`config.mk`:
```
export PLATFORM = sky130hd
export DESIGN_NAME = ether_tx_sched
export DESIGN_NICKNAME = d
export VERILOG_FILES = /design/src/rtl/ether_tx_sched.sv
export SDC_FILE = /design/constraint.sdc
export NUM_CORES = 1
export LEC_CHECK = 0
export ABC_AREA = 1
export CAP_MARGIN = 20
export CORE_ASPECT_RATIO = 0.9
export CORE_UTILIZATION = 44
export DETAILED_ROUTE_END_ITERATION = 8
export PLACE_DENSITY_LB_ADDON = 0.15
export SYNTH_ARGS = -nofsm -noshare
export SYNTH_HDL_FRONTEND = slang
export SYNTH_SLANG_ARGS = --single-unit
```
`constraint.sdc`:
```
create_clock -name i_clk125 -period 5.8 [get_ports i_clk125]
set_input_delay 1.45 -clock i_clk125 [delete_from_list [all_inputs] [get_ports i_clk125]]
set_output_delay 1.45 -clock i_clk125 [all_outputs]
set_load 0.05 [all_outputs]
```
`src/rtl/ether_tx_sched.sv`:
```
// Round-robin Ethernet TX frame scheduler.
// Grants one collector channel per frame, emits the 802.3 header
// (destination MAC, source MAC, 16-bit length), streams the granted
// channel's payload straight through, then zero-pads short payloads up to
// the minimum payload size. Preamble and CRC are left to the downstream MAC.
module ether_tx_sched #(
  parameter int N_REQ   = 4,
  parameter int MIN_PAY = 46,
  parameter int MAX_PAY = 1500
) (
  input  logic               i_clk125,
  input  logic               i_rst,
  input  logic [N_REQ-1:0]   i_req,
  input  logic [N_REQ*11-1:0] i_len,
  input  logic [N_REQ*8-1:0] i_data,
  input  logic [N_REQ-1:0]   i_dval,
  output logic [N_REQ-1:0]   o_rdy,
  output logic [N_REQ-1:0]   o_gnt,
  input  logic [47:0]        i_desmac,
  input  logic [47:0]        i_soumac,
  output logic [7:0]         o_tx_data,
  output logic               o_tx_dval,
  output logic               o_tx_sop,
  output logic               o_tx_eop,
  input  logic               i_tx_rdy,
  output logic               o_busy,
  output logic               o_len_err,
  output logic [15:0]        o_frame_cnt
);

  localparam int          PW    = (N_REQ > 1) ? $clog2(N_REQ) : 1;
  localparam logic [10:0] MIN_L = 11'(MIN_PAY);
  localparam logic [10:0] MAX_L = 11'(MAX_PAY);

  typedef enum logic [2:0] {
    S_IDLE, S_ARB, S_DES, S_SOU, S_LEN, S_DATA, S_PAD, S_DONE
  } state_t;

  state_t        state, state_nxt;
  logic [PW-1:0] ptr;        // last winner; doubles as the granted index
  logic [47:0]   des_sh;     // destination MAC, shifted out MSB first
  logic [47:0]   sou_sh;     // source MAC, shifted out MSB first
  logic [10:0]   len_q;      // latched payload length L
  logic [10:0]   cnt;        // byte index within the current field
  logic [15:0]   frame_cnt;

  logic [10:0]   len_arr  [N_REQ];
  logic [7:0]    data_arr [N_REQ];
  logic          found;
  logic [PW-1:0] winner;
  int            idx;
  logic          tx_fire;
  logic          last_data;
  logic          last_pad;

  // Unpack the flat per-requester buses into arrays for clean indexing.
  always_comb begin
    for (int i = 0; i < N_REQ; i++) begin
      len_arr[i]  = i_len[11*i +: 11];
      data_arr[i] = i_data[8*i +: 8];
    end
  end

  // Round-robin search: first pending request after the last winner.
  always_comb begin
    // NOTE: every combinational output gets a default before any branch,
    // so no path leaves it unassigned and no latch is inferred.
    found  = 1'b0;
    winner = '0;
    idx    = 0;
    for (int k = 1; k <= N_REQ; k++) begin
      idx = (int'(ptr) + k) % N_REQ;
      if (!found && i_req[PW'(idx)]) begin
        found  = 1'b1;
        winner = PW'(idx);
      end
    end
  end

  assign tx_fire   = o_tx_dval & i_tx_rdy;
  assign last_data = (cnt == len_q - 11'd1);
  assign last_pad  = (cnt == MIN_L - 11'd1);

  // State register.
  always_ff @(posedge i_clk125 or posedge i_rst) begin
    // NOTE: sequential state uses non-blocking assignments only, so every
    // flop samples pre-edge values regardless of block ordering.
    if (i_rst) state <= S_IDLE;
    else       state <= state_nxt;
  end

  // Next-state decode; header, payload and pad advance only on accepted bytes.
  always_comb begin
    state_nxt = state;
    case (state)
      S_IDLE: if (|i_req) state_nxt = S_ARB;
      S_ARB: begin
        if (!found || len_arr[winner] > MAX_L) state_nxt = S_IDLE;
        else                                   state_nxt = S_DES;
      end
      S_DES:  if (tx_fire && cnt == 11'd5) state_nxt = S_SOU;
      S_SOU:  if (tx_fire && cnt == 11'd5) state_nxt = S_LEN;
      S_LEN:  if (tx_fire && cnt == 11'd1) state_nxt = (len_q == '0) ? S_PAD : S_DATA;
      S_DATA: if (tx_fire && last_data)    state_nxt = (len_q >= MIN_L) ? S_DONE : S_PAD;
      S_PAD:  if (tx_fire && last_pad)     state_nxt = S_DONE;
      S_DONE: state_nxt = S_IDLE;
      default: state_nxt = S_IDLE;
    endcase
  end

  // Datapath: grant pointer, latched header fields, byte counter, frame count.
  always_ff @(posedge i_clk125 or posedge i_rst) begin
    if (i_rst) begin
      ptr       <= PW'(N_REQ - 1);
      des_sh    <= '0;
      sou_sh    <= '0;
      len_q     <= '0;
      cnt       <= '0;
      frame_cnt <= '0;
    end else begin
      case (state)
        S_ARB: begin
          if (found) begin
            ptr    <= winner;
            des_sh <= i_desmac;
            sou_sh <= i_soumac;
            len_q  <= len_arr[winner];
            cnt    <= '0;
          end
        end
        S_DES: begin
          if (tx_fire) begin
            des_sh <= {des_sh[39:0], 8'h00};
            cnt    <= (cnt == 11'd5) ? '0 : cnt + 11'd1;
          end
        end
        S_SOU: begin
          if (tx_fire) begin
            sou_sh <= {sou_sh[39:0], 8'h00};
            cnt    <= (cnt == 11'd5) ? '0 : cnt + 11'd1;
          end
        end
        S_LEN: begin
          if (tx_fire) cnt <= (cnt == 11'd1) ? '0 : cnt + 11'd1;
        end
        // Pad continues counting from L, so it ends at index MIN_PAY-1.
        S_DATA, S_PAD: begin
          if (tx_fire) cnt <= cnt + 11'd1;
        end
        S_DONE: frame_cnt <= frame_cnt + 16'd1;
        default: ;
      endcase
    end
  end

  assign o_frame_cnt = frame_cnt;

  // Output decode from state; header bytes depend only on registers, so they
  // stay stable while the MAC stalls.
  always_comb begin
    o_gnt     = '0;
    o_rdy     = '0;
    o_tx_data = '0;
    o_tx_dval = 1'b0;
    o_tx_sop  = 1'b0;
    o_tx_eop  = 1'b0;
    o_len_err = 1'b0;
    o_busy    = (state != S_IDLE);
    case (state)
      S_ARB: begin
        if (found) begin
          o_gnt     = N_REQ'(1) << winner;
          o_len_err = (len_arr[winner] > MAX_L);
        end
      end
      S_DES: begin
        o_gnt     = N_REQ'(1) << ptr;
        o_tx_dval = 1'b1;
        o_tx_data = des_sh[47:40];
        o_tx_sop  = (cnt == '0);
      end
      S_SOU: begin
        o_gnt     = N_REQ'(1) << ptr;
        o_tx_dval = 1'b1;
        o_tx_data = sou_sh[47:40];
      end
      S_LEN: begin
        o_gnt     = N_REQ'(1) << ptr;
        o_tx_dval = 1'b1;
        o_tx_data = cnt[0] ? len_q[7:0] : {5'b0, len_q[10:8]};
      end
      S_DATA: begin
        o_gnt      = N_REQ'(1) << ptr;
        o_rdy[ptr] = i_tx_rdy;
        o_tx_dval  = i_dval[ptr];
        o_tx_data  = data_arr[ptr];
        o_tx_eop   = last_data && (len_q >= MIN_L);
      end
      S_PAD: begin
        o_gnt     = N_REQ'(1) << ptr;
        o_tx_dval = 1'b1;
        o_tx_eop  = last_pad;
      end
      default: ;
    endcase
  end

endmodule

```
Word level (Yosys, flattened, before mapping)
Index checks and enable logic that the tools add are counted.
Storage, ports and cells
  register bits after elaboration: 139
  input bits: 183
  output and inout bits: 37
  word-level logic and storage cells: 147
Cells by class
  $add $sub $neg: 7
  $lt $le $gt $ge: 10
  equal/unequal tests: 23
  shift-type cells: 2
  muxes and demuxes: 63
  bitwise operators: 4
  reductions and logical operators: 31
Operators by type and width (count)
  48-bit 2-to-1 mux: 4
  48-bit case mux with 2 select lines: 2
  11-bit 2-to-1 mux: 8
  11-bit case mux with 4 select lines: 1
  8-bit case mux with 4 select lines: 1
  8-bit 2-to-1 mux: 3
  3-bit case mux with 8 select lines: 1
  11-bit binary-select mux with 2-bit select: 1
  11-bit logical NOT: 2
  2-bit inequality test, second input constant: 11
  1-bit 2-to-1 mux: 18
  3-bit 2-to-1 mux: 6
  16-bit by 1-bit adder with 16-bit output, second input constant: 1
  8-bit binary-select mux with 2-bit select: 1
  2-bit by 4-bit less-than comparator with 1-bit output, second input constant: 4
  3-bit equality test, second input constant: 4
  2-bit 2-to-1 mux: 6
  11-bit by 1-bit adder with 11-bit output, second input constant: 1
  11-bit by 1-bit equality test with 1-bit output, second input constant: 1
  11-bit equality test: 1
  11-bit by 3-bit equality test with 1-bit output, second input constant: 1
  11-bit by 6-bit equality test with 1-bit output, second input constant: 1
  11-bit by 6-bit >= comparator with 1-bit output, second input constant: 1
  11-bit > comparator, second input constant: 1
  32 further kinds: 59

Logic depth before layout (Yosys ltp)
Gate-level depths: netlist of run 1.
  word-level depth: 22
  gate-level depth with buffers: 28
  gate-level depth less buffers: 24

Worst setup path after synthesis of run 1
Ideal clock, no wire load.
  path type: input to output
  start: input i_req[2]
  end: output o_gnt[0]
  data arrival time: 3.529 ns
  data required time: 4.350 ns
  setup slack: 0.821 ns
  cell stages on the path: 10
  path buffers: 1
  cells stage by stage: inv_1 nand2_1 nand3_2 nand2_2 a21oi_1 nand4_1 nand2_2 inv_2 buf_4 o32ai_1
Between the ends
  cells in the longest elaborated chain, start to end: 16
  elaborated cells between the ends (all ways): 29
  classes of those cells: shift: 1; mux: 22; reduce/logical: 6
RTL lines
  start, declared: RTL line 13  | input logic [N_REQ-1:0] i_req,
  1-bit binary-select mux with 2-bit select: RTL line 73  | if (!found && i_req[PW'(idx)]) begin
  1-bit 2-to-1 mux (implied by the code) (2 in series): RTL line 73
  1-bit 2-to-1 mux: RTL line 73
  1-bit logical NOT: RTL line 73
  1-bit logical AND: RTL line 73
  1-bit 2-to-1 mux: RTL line 73
  1-bit logical NOT: RTL line 73
  1-bit logical AND: RTL line 73
  1-bit 2-to-1 mux: RTL line 73
  1-bit logical NOT: RTL line 73
  1-bit logical AND: RTL line 73
  2-bit 2-to-1 mux: RTL line 73
  1-bit by 2-bit << shifter with 4-bit output: RTL line 172  | o_gnt = N_REQ'(1) << winner;
  4-bit 2-to-1 mux *: RTL line 171  | if (found) begin
  4-bit case mux with 2 select lines *: RTL line 169  | case (state)
  end, declared: RTL line 18  | output logic [N_REQ-1:0] o_gnt,
Mark *: on every way between the ends. The rest lies on a longest branch, timed or not. The select of a mux whose other input is x is not followed.

Worst setup path after layout of run 1
  start: input i_req[2]
  end: output o_len_err
Between the ends
  cells in the longest elaborated chain, start to end: 20
  elaborated cells between the ends (all ways): 33
  classes of those cells: order compare: 1; mux: 25; bitwise: 1; reduce/logical: 6
RTL lines
  1-bit binary-select mux with 2-bit select: RTL line 73
  1-bit 2-to-1 mux (implied by the code) (2 in series): RTL line 73
  1-bit 2-to-1 mux: RTL line 73
  1-bit logical NOT: RTL line 73
  1-bit logical AND: RTL line 73
  1-bit 2-to-1 mux: RTL line 73
  1-bit logical NOT: RTL line 73
  1-bit logical AND: RTL line 73
  [2 not listed]
  1-bit logical AND: RTL line 73
  2-bit 2-to-1 mux: RTL line 73
  2-bit NOT with 3-bit output (implied by the code): RTL line 173  | o_len_err = (len_arr[winner] > MAX_L);
  11-bit binary-select mux with 2-bit select: RTL line 173
  11-bit 2-to-1 mux (implied by the code) (2 in series): RTL line 173
  11-bit > comparator: RTL line 173
  1-bit 2-to-1 mux *: RTL line 171
  1-bit 2-to-1 mux *: RTL line 169
  end, declared: RTL line 27  | output logic o_len_err,
Marks and branches as above.

==> metrics.md, run 1 <==
| Metric | Value |
|---|---|
| Status | finished clean |
| Vias in the first global route | 7831 |
| Met3 Use GR | 6.52% |
| Bufs on Longest Clock Path | 2 |
| Logic pwr share | 57.6% |
| Vias per inst | 5.11 |
| Final cell count without fillers | 1587 |
| Min-Delay Path Depth | 1 |
| Root buffer cell | clkbuf_16 |
| Max Cap Violations | 0 |
| # setup viols final | 0 |
| Die Y | 133 um |
| Worst Path Arrival | 4.04 ns |
| CTS sink count | 139 |
| Syn Inst Count | 1137 |
| Ratio of cells with drive above 1 in the final layout | 7.15% |
| Register area share after synthesis | 41.4% |
| Main synth FF type | dfrtp_1 |
| Tcrit/Tclk final | 94.6% |
| Total grt overflow | 0 |
| Worst skew pair latency | 0.42 ns |
| Flop2flop setup slack | 2.31 ns |
| All-Layer GR Usage | 24.9% |
| RSZ-0062 raised after global routing | no |
| Tmin final | 5.49 ns |
| Register area | 3480 sq um |
| Worst-Margin Slew | 0.793 ns |
| Highest clock rate | 0.182 GHz |
| Starting density of the core | 45.3% |
| Number of synthesized flops with an enable pin | 0 |
| Clock power frac | 16.7% |
| Area of the multi-input gates | 4090 sq um |
| Final Hold Vio Count | 0 |
| Setup Fix Bufs, Post-CTS | 0 |
| Clock Skews | 0.00669 ns |
| Area delta synth->final | 35.5% |
| Crit-path slowest cell | clkdlybuf4s50_1 |
| PD cells | 564 nW/um^2 |
| Hold Slack | 0.500 ns |
| Die Area | 19600 sq um |
| DR iter-0 viols | 478 |
| DRC errors left | 0 |
| Worst r2r dst | des_sh[30] |
| Setup TNS | 0 ns |
| Crit path cell chain | clkdlybuf4s50_1 > inv_1 > nand2_1 > nand3_2 > nand2_2 > inv_2 > nand2_1 > nand2_1 > nand2_1 > nand2_1 > nand2_2 > inv_2 > nand2_1 > nand2_1 > nor2_1 > nand2_1 > nand2_1 > nand2_1 > nand2_1 > nand2_1 > nor2_1 > buf_12 |
| Cell area after synthesis | 8400 sq um |
| Ports | 220 |
| LEAKAGE | 0.00502 uW |
| Worst-path maximum fanout | 16 |
| Asr flop ratio synth | 100% |
| Internal power | 3250 uW |
| CP endpoint kind | primary output |
| CTS buffer count | 17 |
| RR Startpoint | state[1] |
| Synth unique cells | 46 |
| GRT busiest layer | met2 |
| Final ANT Viol Nets | 0 |
| Fin area | 11400 sq um |
| Worst-path clk slew | 0.06 ns |
| Filler instances | 1725 |
| Die Width | 148 um |
| Most frequent cell on the critical path | nand2_1 |
| Slew headroom | 47.0% |
| Router iterations before antenna repair | 5 |
| Global-route wire length before repair | 38600 um |
| Worst setup SP type | input pin |
| Max VDD drop | 254 uV |
| CTS tree | yes |
| HP Start | o_frame_cnt[14] |
| Syn_nets | 1334 |
| Cell taking the most area after synthesis | dfrtp_1 |
| Post-CTS Resized | 0 |
| Largest net degree at the start of global routing | 89 |
| Critical path class | input pin to primary output |
| Share of the synthesized area in the top cell type | 40.8% |
| Critical path's largest stage delay | 0.49 ns |
| CP Buf/Inv Count | 5 |
| Most frequent cells in the layout | 275 x nand2_1, 214 x clkdlybuf4s50_1, 141 x inv_1, 137 x dfrtp_1, 118 x o21ai_0 |
| Core area | 18500 sq um |
| Routed WL per cell | 14.7 um |
| WP data required | 4.35 ns |
| Cell family with most CP delay | simple AND/OR/NAND/NOR gates |
| WL final | 23300 um |
| Grt met2 use | 40.0% |
| DPL Wire Length | 17100 um |
| RePlAce Congestion | 0.925 |
| Hold Path End | o_frame_cnt[14] |
| H-Tree Depth | 4 |
| Area post-placement | 10800 sq um |
| Switch share | 49.4% |
| Initial antenna violation count | 1 |
| Max-slew violations | 0 |
| Ant. Diodes | 0 |
| Hold_buf cts | 0 |
| Most common cell after layout, fill and taps aside | nand2_1 |
| Routed via count | 8116 |
| Nets | 1526 |
| Synth warn | 0 |
| Site row count | 47 |
| GR Util met1 | 32.5% |
| R2r worst-path depth | 10 |
| Top cells by area, synth | dfrtp_1 41%, nand2_1 12%, o21ai_0 7.0% |
| HP Class | flop to flop |
| Flop pwr share | 25.7% |
| Placed cell count | 1555 |
| PortBufs | 219 |
| Net Sw Power | 3170 uW |
| Syn Area/Cell | 7.39 sq um |
| Synth Register Bits | 139 |
==> flip-flops by register name, indices dropped and copies added (netlist names) <==
signal,count
len_q,11
state,3
sou_sh,48
ptr,2
o_frame_cnt,16
des_sh,48
cnt,11
==> cells in the mapped netlist (2+ instances only) <==
cell type,count
nand2_1,275
inv_1,142
dfrtp_1,137
o21ai_0,118
nor2_1,91
o211ai_1,49
clkbuf_1,32
nand3_1,31
a21oi_1,28
a31oi_1,23
nand4_1,22
xor2_1,22
buf_2,20
nor3_1,20
ha_1,14
inv_2,14
o21ai_1,13
o22ai_1,10
nand2_2,9
xnor2_1,9
a22oi_1,7
nor4_1,5
nand3_2,4
nor3b_1,4
o31ai_1,4
buf_6,3
nor2_2,3
or2_2,3
a41oi_1,2
dfstp_2,2
nand2_4,2
nand3_4,2
o21ai_2,2
o32ai_1,2
or2_1,2
==> power by group through the flow <==
stage	Combinational [uW]	Sequential (uW)	Clock, uW
finish	3700	1650	1070
global route	4180	1700	1130
CTS	3700	1650	1090
detailed placement	3690	1660	0
global placement	3640	1660	0
floorplan	2780	1610	0
==> cell type report <==
type	instances	share of cell area [%]
repair buffers	230	20.4
clock inverters	14	1.31
multi-input cells	783	35.9
well taps	245	2.69
clock buffers	18	3.77
flip-flops and latches	139	30.6
inverters	158	5.30
==> through the flow <==
stage | worst slack (ns) | utilization (%) | power [uW]
floorplan | 0.629 | - | 4390
global placement | 0.398 | 58.3 | 5300
global route | 0.0380 | 61.4 | 7010
detailed placement | 0.358 | 58.3 | 5350
finish | 0.314 | 61.4 | 6420
CTS | 0.349 | 61.4 | 6440
==> worst max path at each step <==
stage | from | endpoint | slack (ns) | cells after the start
finish | i_req[2] | o_len_err | 0.31 | 22
global route | i_req[0] | o_len_err | 0.04 | 22
CTS | i_req[2] | o_len_err | 0.35 | 22
detailed placement | i_req[2] | o_len_err | 0.36 | 22
global placement | i_req[2] | o_len_err | 0.40 | 22
floorplan | i_rst | cnt[0] | 0.63 | 1
==> cells by family after synthesis <==
kind of cell	share of synthesized area, %
and+or+nand+nor	24.7
xor gates and xnor gates	3.23
buffers and inverters	10.3
AOI/OAI and AO/OA	18.2
DFF	41.4
adders and majority gates	2.09
==> per-layer routing <==
metal / vias to the layer above / part of all wire [%]
met3: 33 / 6.7
met4: 0 / 2.2
met2: 227 / 47
met1: 3732 / 44
li1: 4124 / -
met5: - / 0
(Power assumes the default switching activity.)
==> run 2, diff against run 1 <==
Settings changed: CELL_PAD_IN_SITES_DETAIL_PLACEMENT set to 2, CELL_PAD_IN_SITES_GLOBAL_PLACEMENT set to 2, CORE_UTILIZATION 44 to 27.
==> run 2 against run 1 <==
Global-route usage fell by 4.2 points. Register-to-register slack barely moved. Largest cell class unchanged. Flip-flop and latch count did not move. Final cell count rose by 10%. Clock power rose by 14%.
==> metrics.md, run 2 (synthesis results as in run 1) <==
| Metric | Value |
|---|---|
| Status | finished clean (unchanged) |
| Max-slew violations | 0 (unchanged) |
| Ratio of cells with drive above 1 in the final layout | 7.65% (was 7.15%) |
| Die Width | 188 um (was 148 um) |
| Slew headroom | 35.9% (was 47.0%) |
| Tcrit/Tclk final | 95.6% (was 94.6%) |
| Crit-path slowest cell | nand4_1 (was clkdlybuf4s50_1) |
| Bufs on Longest Clock Path | 2 (unchanged) |
| Most common cell after layout, fill and taps aside | nand2_1 (unchanged) |
| H-Tree Depth | 4 (unchanged) |
| WL final | 31800 um (was 23300 um) |
| Core area | 30300 sq um (was 18500 sq um) |
| Worst-path clk slew | 0.06 ns (about the same) |
| Routed WL per cell | 18.2 um (was 14.7 um) |
| PD cells | 588 nW/um^2 (was 564 nW/um^2) |
| Vias per inst | 4.85 (was 5.11) |
| Setup TNS | 0 ns (unchanged) |
| Global-route wire length before repair | 51000 um (was 38600 um) |
| Ports | 220 (unchanged) |
| Total grt overflow | 0 (unchanged) |
| CTS buffer count | 17 (unchanged) |
| # setup viols final | 0 (unchanged) |
| Clock Skews | 0.0120 ns (was 0.00669 ns) |
| LEAKAGE | 0.00509 uW (was 0.00502 uW) |
| Power, Total | 6900 uW (was 6420 uW) |
| Die Y | 169 um (was 133 um) |
| Worst Path Arrival | 4.10 ns (was 4.04 ns) |
| Area post-placement | 11100 sq um (was 10800 sq um) |
| WP data required | 4.35 ns (about the same) |
| Vias in the first global route | 9469 (was 7831) |
| Post-place setup slack | 0.252 ns (was 0.358 ns) |
| Final ANT Viol Nets | 0 (unchanged) |
| DR iter-0 viols | 330 (was 478) |
| RSZ-0062 raised after global routing | no (unchanged) |
| Highest clock rate | 0.180 GHz (was 0.182 GHz) |
| Routed via count | 8508 (was 8116) |
| Root buffer cell | clkbuf_16 (unchanged) |
| Tmin final | 5.55 ns (was 5.49 ns) |
| Final setup margin | 0.253 ns (was 0.314 ns) |
| Fin area | 11700 sq um (was 11400 sq um) |
| Max Cap Violations | 0 (unchanged) |
| HP Class | flop to flop (unchanged) |
| Area delta synth->final | 39.6% (was 35.5%) |
| Final core occ | 38.8% (was 61.4%) |
| Worst setup SP type | input pin (unchanged) |
| RePlAce Congestion | 0.817 (was 0.925) |
| Worst-path maximum fanout | 13 (was 16) |
| Nets | 1531 (was 1526) |
| CP endpoint kind | primary output (unchanged) |
| Crit path cell chain | clkdlybuf4s50_1 > inv_1 > nand4_1 > nand3_2 > nand2_1 > nand2_1 > nand2_1 > nand2_1 > nand2_1 > nor2_1 > nand3_1 > nand2_1 > nand2_1 > nor2_1 > buf_12 (was clkdlybuf4s50_1 > inv_1 > nand2_1 > nand3_2 > nand2_2 > inv_2 > nand2_1 > nand2_1 > nand2_1 > nand2_1 > nand2_2 > inv_2 > nand2_1 > nand2_1 > nor2_1 > nand2_1 > nand2_1 > nand2_1 > nand2_1 > nand2_1 > nor2_1 > buf_12) |
| Max VDD drop | 246 uV (was 254 uV) |
| Most frequent cells in the layout | 275 x nand2_1, 214 x clkdlybuf4s50_1, 141 x inv_1, 137 x dfrtp_1, 118 x o21ai_0 (unchanged) |
| Setup Fix Bufs, Post-CTS | 0 (unchanged) |
| Most frequent cell on the critical path | nand2_1 (unchanged) |
| Starting density of the core | 27.8% (was 45.3%) |
| Worst-Margin Slew | 0.957 ns (was 0.793 ns) |
| Die Area | 31800 sq um (was 19600 sq um) |
| Critical path class | input pin to primary output (unchanged) |
| Final Hold Vio Count | 0 (unchanged) |
| DPL Wire Length | 24000 um (was 17100 um) |
| Worst skew pair latency | 0.43 ns (was 0.42 ns) |
| DRC errors left | 0 (unchanged) |
| PortBufs | 219 (unchanged) |
| Router iterations before antenna repair | 4 (was 5) |
| All-Layer GR Usage | 20.6% (was 24.9%) |
| Filler instances | 3453 (was 1725) |
| Critical path's largest stage delay | 0.51 ns (was 0.49 ns) |
| Site row count | 60 (was 47) |
| Largest net degree at the start of global routing | 89 (unchanged) |
| CTS sink count | 139 (unchanged) |
| CTS tree | yes (unchanged) |
| Initial antenna violation count | 4 (was 1) |
[run 2: cell types whose count changed in the layout (fill, tap and decap cells not counted), moves of 2 or more]
cell | before | now
bufinv_16 | 1 | 4
diode_2 | 0 | 3
inv_6 | 6 | 3
buf_12 | 5 | 7
buf_4 | 11 | 13
clkinv_4 | 1 | 3
clkinvlp_4 | 4 | 2
[run 2: area by class of cell]
class	count	area [sq um]	area share (%)
multi-input cells	784	4100	35.0
flip-flops and latches	139	3480	29.7
repair buffers	234	2380	20.3
inverters	158	603	5.14
well taps	403	504	4.30
clock buffers	18	439	3.75
clock inverters	14	209	1.78
diodes	3	7.51	0.0640
[run 2: final timing paths]
check	from	slack, ns	endpoint	cells past startpoint
max	i_req[3]	0.25	o_len_err	15
min	o_frame_cnt[14]	0.50	o_frame_cnt[14]	1
max reg2reg	ptr[1]	2.31	state[1]	20
min reg2reg	o_frame_cnt[14]	0.50	o_frame_cnt[14]	1
max in group asynchronous	i_rst	3.28	ptr[1]	3
min in group asynchronous	i_rst	1.57	o_frame_cnt[13]	2
[run 2: critical path: cells and delay by family]
kind                   cells  cell delay (ns)
buffers and inverters      3             0.71
AND/OR/NAND/NOR           12             1.92
[run 2: power by group]
part           leakage [uW]  internal (uW)  switching (uW)
Clock              0.000312            743             476
Combinational       0.00308           1300            2700
Sequential          0.00170           1400             280
[run 2: routing by layer]
layer	part of all wire [%]	up-vias	track usage (%)	wire length [um]
met4	1.7	2	6.01	546
met3	4.4	32	4.34	1410
met1	43	4188	24.7	13600
met2	51	147	37.1	16300
li1	-	4139	-	-
met5	0.035	-	0	11
[run 2: repair_timing]
action,in CTS,in global routing
endpoints found under the setup margin,0,1
hold buffers,0,0
resized for setup,0,0
[run 2: metrics by stage]
stage	std cells	hold WS, ns
floorplan	1137	0.486
global placement	1717	0.485
detailed placement	1717	0.490
CTS	1749	0.501
global route	1750	0.511
finish	1753	0.499
==> run 3, diff against run 2 <==
Settings changed: PLACE_DENSITY_LB_ADDON 0.15 to 0.1.
==> run 3 against run 2 <==
Clock power fell by 5%. Final cell count is 0.29% lower. Sequential power about the same. Largest power group unchanged.
==> metrics.md, run 3 (synthesis results as in run 1) <==
| Metric | Value |
|---|---|
| Max-slew violations | 0 (unchanged) |
| HP Start | o_frame_cnt[14] (unchanged) |
| WP data required | 4.35 ns (about the same) |
| Final ANT Viol Nets | 0 (unchanged) |
| Router iterations before antenna repair | 4 (unchanged) |
| # setup viols final | 0 (unchanged) |
| Vias in the first global route | 9140 (was 9469) |
| Most frequent cells in the layout | 275 x nand2_1, 214 x clkdlybuf4s50_1, 141 x inv_1, 137 x dfrtp_1, 118 x o21ai_0 (unchanged) |
| WL final | 31200 um (was 31800 um) |
| Post-CTS Resized | 0 (unchanged) |
| DRC errors left | 0 (unchanged) |
| PortBufs | 219 (unchanged) |
| Area delta synth->final | 38.6% (was 39.6%) |
| Die Width | 188 um (unchanged) |
| Worst skew pair latency | 0.43 ns (about the same) |
| Worst Path Arrival | 4.09 ns (was 4.10 ns) |
| Routed via count | 8401 (was 8508) |
| CP endpoint kind | primary output (unchanged) |
| Hold_buf cts | 0 (unchanged) |
| Core area | 30300 sq um (unchanged) |
| Worst-path maximum fanout | 13 (unchanged) |
| Critical path class | input pin to primary output (unchanged) |
| Clock Skews | 0.0142 ns (was 0.0120 ns) |
| Register area | 3480 sq um (unchanged) |
| Global-route wire length before repair | 49900 um (was 51000 um) |
| CTS buffer count | 17 (unchanged) |
| DPL Wire Length | 23300 um (was 24000 um) |
| Cell family with most CP delay | simple AND/OR/NAND/NOR gates (unchanged) |
| Starting density of the core | 27.8% (unchanged) |
| Grt met2 use | 36.4% (was 37.1%) |
| GRT busiest layer | met2 (unchanged) |
| Worst-Margin Slew | 0.945 ns (was 0.957 ns) |
| Status | finished clean (unchanged) |
| Final cell count without fillers | 1748 (was 1753) |
| Ratio of cells with drive above 1 in the final layout | 7.29% (was 7.65%) |
| Worst-path clk slew | 0.06 ns (about the same) |
| Root buffer cell | clkbuf_16 (unchanged) |
| Largest net degree at the start of global routing | 89 (unchanged) |
| CTS tree | yes (unchanged) |
| Max Cap Violations | 0 (unchanged) |
| Vias per inst | 4.81 (was 4.85) |
| Routed WL per cell | 17.8 um (was 18.2 um) |
| RePlAce Congestion | 0.825 (was 0.817) |
| Die Y | 169 um (unchanged) |
| Tmin final | 5.54 ns (was 5.55 ns) |
| Site row count | 60 (unchanged) |
| CP Buf/Inv Count | 5 (was 3) |
| Crit-path slowest cell | clkdlybuf4s50_1 (was nand4_1) |
| HP Class | flop to flop (unchanged) |
| Worst setup SP type | input pin (unchanged) |
| Crit path cell chain | clkdlybuf4s50_1 > inv_1 > nand2_1 > nand3_2 > nand2_2 > a21oi_1 > nand4_1 > nand2_4 > inv_2 > nand2_1 > nand2_1 > inv_1 > nand2_1 > nor2_1 > nand3_1 > nand2_1 > nand2_1 > nor2_1 > buf_12 (was clkdlybuf4s50_1 > inv_1 > nand4_1 > nand3_2 > nand2_1 > nand2_1 > nand2_1 > nand2_1 > nand2_1 > nor2_1 > nand3_1 > nand2_1 > nand2_1 > nor2_1 > buf_12) |
| Ports | 220 (unchanged) |
| LEAKAGE | 0.00505 uW (was 0.00509 uW) |
| Most frequent cell on the critical path | nand2_1 (unchanged) |
| GR Util met1 | 24.4% (was 24.7%) |
| Setup Fix Bufs, Post-CTS | 0 (unchanged) |
| Filler instances | 3504 (was 3453) |
| Critical path's largest stage delay | 0.46 ns (was 0.51 ns) |
| Die Area | 31800 sq um (unchanged) |
| DR iter-0 viols | 340 (was 330) |
| Setup TNS | 0 ns (unchanged) |
| Placed cell count | 1714 (was 1717) |
| Area of the multi-input gates | 4110 sq um (was 4100 sq um) |
| Tcrit/Tclk final | 95.5% (was 95.6%) |
| Most common cell after layout, fill and taps aside | nand2_1 (unchanged) |
| Critical Path Source | i_req[2] (was i_req[3]) |
| Max VDD drop | 258 uV (was 246 uV) |
| Nets | 1528 (was 1531) |
| Bufs on Longest Clock Path | 2 (unchanged) |
| Met3 Use GR | 4.34% (unchanged) |
| Final Hold Vio Count | 0 (unchanged) |
| Total grt overflow | 0 (unchanged) |
| Post-place setup slack | 0.195 ns (was 0.252 ns) |
| Initial antenna violation count | 5 (was 4) |
| H-Tree Depth | 4 (unchanged) |
| All-Layer GR Usage | 20.2% (was 20.6%) |
| RR Startpoint | state[1] (was ptr[1]) |
| PD cells | 582 nW/um^2 (was 588 nW/um^2) |
| Highest clock rate | 0.180 GHz (about the same) |
| Final setup margin | 0.258 ns (was 0.253 ns) |
| RSZ-0062 raised after global routing | no (unchanged) |
| Slew headroom | 36.7% (was 35.9%) |
| CTS sink count | 139 (unchanged) |
[run 3: changes by cell type in the layout (fill, tap and decap cells not counted), sizes merged]
cell and delta:
clkbuf +2, bufinv -1, diode -2, buf -3
clkinvlp +2, clkinv -3
[run 3: final timing paths]
check / slack (ns) / depth (start not counted) / endpoint
setup / recovery: 0.26 / 19 / o_len_err
hold / removal: 0.50 / 1 / o_frame_cnt[14]
setup reg to reg: 2.34 / 11 / sou_sh[25]
hold reg to reg: 0.50 / 1 / o_frame_cnt[14]
max in group asynchronous: 3.27 / 3 / ptr[0]
min in group asynchronous: 1.51 / 2 / o_frame_cnt[8]
[run 3: area by class of cell]
cell class	instances	share of cell area, %
diodes	1	0.0215
clock buffers	20	3.84
clock inverters	12	1.40
inverters	158	5.18
multi-input cells	784	35.3
flip-flops and latches	139	29.9
well taps	403	4.33
repair buffers	231	20.0
[run 3: metrics by stage]
| stage | power (uW) | hold slack (ns) | utilization [%] | cell area (sq um) |
|---|---|---|---|---|
| floorplan | 4390 | 0.486 | - | 8400 |
| global placement | 5520 | 0.485 | 36.4 | 11000 |
| detailed placement | 5650 | 0.500 | 36.4 | 11000 |
| CTS | 6860 | 0.509 | 38.4 | 11600 |
| global route | 7380 | 0.520 | 38.5 | 11600 |
| finish | 6770 | 0.499 | 38.5 | 11600 |
[run 3: power breakdown]
part           internal [uW]  switching, uW
clock                    695            461
combinational           1270           2690
sequential              1400            254
total                   3360           3410
[run 3: metal layers]
metal | share of wire (%) | vias to the layer above
met2 | 51 | 121
met4 | 1.3 | 6
met1 | 44 | 4128
met5 | 0.11 | -
li1 | - | 4121
met3 | 3.7 | 25
